<file path="src/rtl/hazard_ctrl.sv">
// rtl/hazard_ctrl.sv - pipeline stall/flush sequencer for the 5-stage RISC-V core
// Covers load-use stalls, taken-branch flushes, multi-cycle EX ops and imem wait states.
module hazard_ctrl #(
  parameter int MC_TIMEOUT = 64,
  parameter int CNT_W      = 32
) (
  input  logic             clk,
  input  logic             reset,
  input  logic [4:0]       rs1_ID,
  input  logic [4:0]       rs2_ID,
  input  logic [4:0]       rd_EX,
  input  logic             MemRead_EX,
  input  logic             branch_taken_EX,
  input  logic             mc_start_EX,
  input  logic             mc_done,
  input  logic             imem_ready,
  output logic             PC_write,
  output logic             IF_ID_write,
  output logic             IF_ID_flush,
  output logic             ID_EX_bubble,
  output logic             ID_EX_hold,
  output logic             EX_MEM_bubble,
  output logic             mc_error,
  output logic [CNT_W-1:0] stall_cycles
);

  localparam int TW = (MC_TIMEOUT > 2) ? $clog2(MC_TIMEOUT) : 1;

  typedef enum logic {RUN, MC_BUSY} state_t;

  state_t           state_q, state_d;
  logic [TW-1:0]    timer_q, timer_d;
  logic             mc_error_q, mc_error_d;
  logic [CNT_W-1:0] stall_q, stall_d;
  logic             load_use;

  assign load_use = MemRead_EX && (rd_EX != 5'd0) &&
                    ((rd_EX == rs1_ID) || (rd_EX == rs2_ID));

  always_comb begin
    state_d       = state_q;
    timer_d       = timer_q;
    mc_error_d    = mc_error_q;
    stall_d       = stall_q;
    PC_write      = 1'b1;
    IF_ID_write   = 1'b1;
    IF_ID_flush   = 1'b0;
    ID_EX_bubble  = 1'b0;
    ID_EX_hold    = 1'b0;
    EX_MEM_bubble = 1'b0;

    if (reset) begin
      PC_write      = 1'b0;
      IF_ID_write   = 1'b0;
      IF_ID_flush   = 1'b1;
      ID_EX_bubble  = 1'b1;
      EX_MEM_bubble = 1'b1;
    end else begin
      unique case (state_q)
        RUN: begin
          if (branch_taken_EX) begin
            IF_ID_flush  = 1'b1;
            ID_EX_bubble = 1'b1;
          end else if (mc_start_EX) begin
            PC_write      = 1'b0;
            IF_ID_write   = 1'b0;
            ID_EX_hold    = 1'b1;
            EX_MEM_bubble = 1'b1;
            state_d       = MC_BUSY;
            timer_d       = '0;
          end else if (load_use) begin
            PC_write     = 1'b0;
            IF_ID_write  = 1'b0;
            ID_EX_bubble = 1'b1;
          end else if (!imem_ready) begin
            PC_write    = 1'b0;
            IF_ID_flush = 1'b1;
          end
        end
        MC_BUSY: begin
          PC_write      = 1'b0;
          IF_ID_write   = 1'b0;
          ID_EX_hold    = 1'b1;
          EX_MEM_bubble = 1'b1;
          timer_d       = timer_q + 1'b1;
          // A result arriving on the last allowed cycle still wins over the abort.
          if (mc_done) begin
            EX_MEM_bubble = 1'b0;
            state_d       = RUN;
          end else if (timer_q == TW'(MC_TIMEOUT - 1)) begin
            mc_error_d = 1'b1;
            state_d    = RUN;
          end
        end
        default: state_d = RUN;
      endcase

      if (!PC_write && (stall_q != {CNT_W{1'b1}})) begin
        stall_d = stall_q + 1'b1;
      end
    end
  end

  always_ff @(posedge clk) begin
    if (reset) begin
      state_q    <= RUN;
      timer_q    <= '0;
      mc_error_q <= 1'b0;
      stall_q    <= '0;
    end else begin
      state_q    <= state_d;
      timer_q    <= timer_d;
      mc_error_q <= mc_error_d;
      stall_q    <= stall_d;
    end
  end

  assign mc_error     = mc_error_q;
  assign stall_cycles = stall_q;

endmodule
</file>
<file path="config.mk">
export PLATFORM = sky130hd
export DESIGN_NAME = hazard_ctrl
export DESIGN_NICKNAME = d
export VERILOG_FILES = /design/src/rtl/hazard_ctrl.sv
export SDC_FILE = /design/constraint.sdc
export NUM_CORES = 1
export LEC_CHECK = 0
export CAP_MARGIN = 10
export CORE_UTILIZATION = 50
export CTS_BUF_LIST = sky130_fd_sc_hd__clkbuf_4 sky130_fd_sc_hd__clkbuf_8
export CTS_CLUSTER_DIAMETER = 120
export DETAILED_ROUTE_END_ITERATION = 8
export GPL_ROUTABILITY_DRIVEN = 0
export PLACE_DENSITY_LB_ADDON = 0.3
export SLEW_MARGIN = 20
export SYNTH_ARGS = -nofsm -noshare
export SYNTH_HDL_FRONTEND = slang
export SYNTH_SLANG_ARGS = --single-unit
</file>
<file path="constraint.sdc">
create_clock -name clk -period 4.9 [get_ports clk]
set_clock_uncertainty 0.1 [all_clocks]
set_input_delay 0.735 -clock clk [delete_from_list [all_inputs] [get_ports clk]]
set_output_delay 0.735 -clock clk [all_outputs]
set_load 0.01 [all_outputs]
</file>
==> flow_summary.toml <==
[clock_network]
tritoncts = "yes"
htreeDepth = 2
cts-buffers-inserted = 5
clkTransAtPathRegs_ps = 70
cts.sink_count = 40
clk_latency_ps = 290
hold_buffers = 0
clock_path_buffers = 2
post_cts_resized = 0
post-cts-setup-buffers = 0
cts_root_buffer = "clkbuf_8"

[synthesis]
syn_nets = 292
synth.avg_cell_area_sq_um = 8.18
synthArstFlopShare_pct = 0
synth_edf_count = 0
yosysWarnings = 0
synth_seq_cells = 40
synth-main-ff-cell = "dfxtp_1"
ys_seq_area_share_pct = 36.5
synth_top_area_share_pct = 36.5
syn_inst = 268
synth_top_cells_by_area = "dfxtp_1 (37%), nor2_1 (6.0%), xor2_1 (5.6%), xnor2_1 (4.4%), a21oi_1 (4.1%)"
ys_types = 43
synth_top_area_cell = "dfxtp_1"
syn_area_sq_um = 2190

[finish]
n_antenna_cell = 0
drive_above_1_share_pct = 5.56
nNetsFinal = 348
area_delta_synth_final_pct = 30.8
finalNonFillerCells = 374

[grt]
grtUsageMet3_pct = 5.50
grt_pass1_wl_mm = 8.42
antenna_found_initial = 0
grt_max_degree = 39
grtUsageTotal_pct = 23.9
use_met2_pct = 40.4
grt_use_met1_pct = 29.6
grt_pass1_vias = 1883
grt.overflow.total = 0
grt-busiest-layer = "met2"

[power]
p_comb_share_pct = 12.4
peakVddDrop_uv = 168
seq_power_share_pct = 53.5
clkPwrFrac_pct = 34.1
switching_share_pct = 24.4
p_switching_uw = 152
p_per_area_nw_per_um2 = 217
leakagePower_uw = 0.00101
p_int_uw = 471

[die]
start_util_pct = 53.3
core_sq_um = 4120
row_count = 23
die_w_microns = 68.2
dieArea_sq_um = 4650
fp.dieH_microns = 68.2
boundaryPins = 61

[routing]
antenna_left = 0
dr.pass1.iters = 4
vias = 2096
avgRoutedWirePerCell_microns = 13.6
drc = 0
vias_per_cell = 5.60
detail_route.iter0.violations = 112
drt_wl_total_mm = 5.10

[placement]
dpl.cell_count = 367
dp_hpwl_mm = 3.58
port_buffers = 60

[sta]
grt_setup_unrepaired = "false"
maxSlewViolCount = 0
setup_viol = 0
tns_ps = 0
max_freq_mhz = 265
tightest_slew_ps = 623
relSlewSlack_pct = 58.4
final.min_clock_period_ps = 3780
period_share_pct = 77.1
hold_slack_ps = 383
hold_viol = 0

[job]
maxCapViolations = 0

[min_path]
hold_class = "flop to flop"

[run_status]
outcome = "completed"

[setup_path]
end_kind = "output port"
path_max_fanout = 3
critPathKind = "primary input to output port"
start_kind = "primary input"
critPathRequiredTime_ps = 4070
crit_arrival_ps = 2940
==> cells in the mapped netlist (3+ instances only) <==
cell,count
nor2_1,35
o31ai_1,3
and3_1,7
o21ai_0,6
nor3_1,7
nand3_1,14
nand3_2,3
xnor2_1,11
or4_1,5
o21ai_1,4
nor2b_1,7
inv_1,4
nor4_1,4
or3_1,10
dfxtp_1,40
buf_6,4
xor2_1,14
nand2_1,22
o21ba_1,4
o31a_1,4
a21oi_1,18
nand4_1,13
clkbuf_1,7
==> worst max-delay path, stage by stage <==
cell and delay, ps:
clkdlybuf4s50_1 480, or4_1 550, o21ai_1 170, nor2b_1 100, nor2_1 120, a21oi_1 80, nor3_1 140, clkdlybuf4s50_1 560
==> registers in the layout (all words and copies together), names as in the netlist <==
name	cells
mc_error	1
stall_cycles	32
state_q	1
timer_q	6
==> final timing paths <==
path / startpoint / endpoint / slack, ps / cells past startpoint
setup / recovery: rd_EX[1] / PC_write / 1120 / 8
hold / removal: mc_error / mc_error / 380 / 2
setup reg to reg: state_q / stall_cycles[21] / 1960 / 6
hold reg to reg: mc_error / mc_error / 380 / 2
==> power by group through the flow <==
stage | Combinational [uW] | Sequential, uW | Clock (uW)
after floorplan | 42.8 | 340 | 0
final | 77.3 | 333 | 212
after detailed placement | 77.1 | 341 | 0
after global routing | 84.9 | 334 | 231
after CTS | 77.5 | 333 | 216
after global placement | 76.0 | 341 | 0
==> cell families (layout without fill, tap and decap cells) <==
| group | after synthesis | after routing | share of synthesized area (%) |
|---|---|---|---|
| and+or+nand+nor | 136 | 136 | 33.6 |
| AOI/OAI and AO/OA | 47 | 47 | 13.6 |
| DFF | 40 | 40 | 36.5 |
| xor gates and xnor gates | 25 | 25 | 9.99 |
| buffers and inverters | 16 | 72 | 4.17 |
| adders and majority gates | 2 | 2 | 1.14 |
| muxes | 2 | 2 | 0.970 |
==> metrics by stage <==
step / setup slack (ps) / power [uW] / util [%] / area [sq um]
6_report: 1120 / 623 / 69.7 / 2870
5_1_grt: 944 / 650 / 69.7 / 2870
4_1_cts: 1130 / 626 / 69.7 / 2870
3_5_place_dp: 1150 / 418 / 67.7 / 2790
3_3_place_gp: 1170 / 417 / 67.7 / 2790
2_1_floorplan: 2140 / 383 / - / 2190
==> cells in the final DEF (no fill, tap or decap), types with 5 or more instances in the layout <==
cell,netlist,routed
and3_1,7,7
clkbuf_8,0,5
or4_1,5,5
nor2b_1,7,7
a21oi_1,18,18
nand4_1,13,13
nand2_1,22,22
xnor2_1,11,11
or3_1,10,10
o21ai_0,6,6
nor3_1,7,7
nand3_1,14,14
dfxtp_1,40,40
nor2_1,35,35
clkdlybuf4s50_1,0,60
xor2_1,14,14
==> layer usage <==
layer	wire, microns	part of all wire, %	vias to the layer above
met1	2360	46	982
met3	180	3.5	5
met4	38	0.74	0
met2	2520	49	37
met5	0	0	-
li1	-	-	1072
==> final cells by class <==
class / instances / area [sq um]
clock inverter: 1 / 5.00
sequential: 40 / 801
fill: 362 / 1250
multi-input combinational: 212 / 1300
timing repair buffer: 61 / 608
tap: 50 / 62.6
clock buffer: 6 / 76.3
inverter: 4 / 15.0
(Power assumes the default switching activity.)
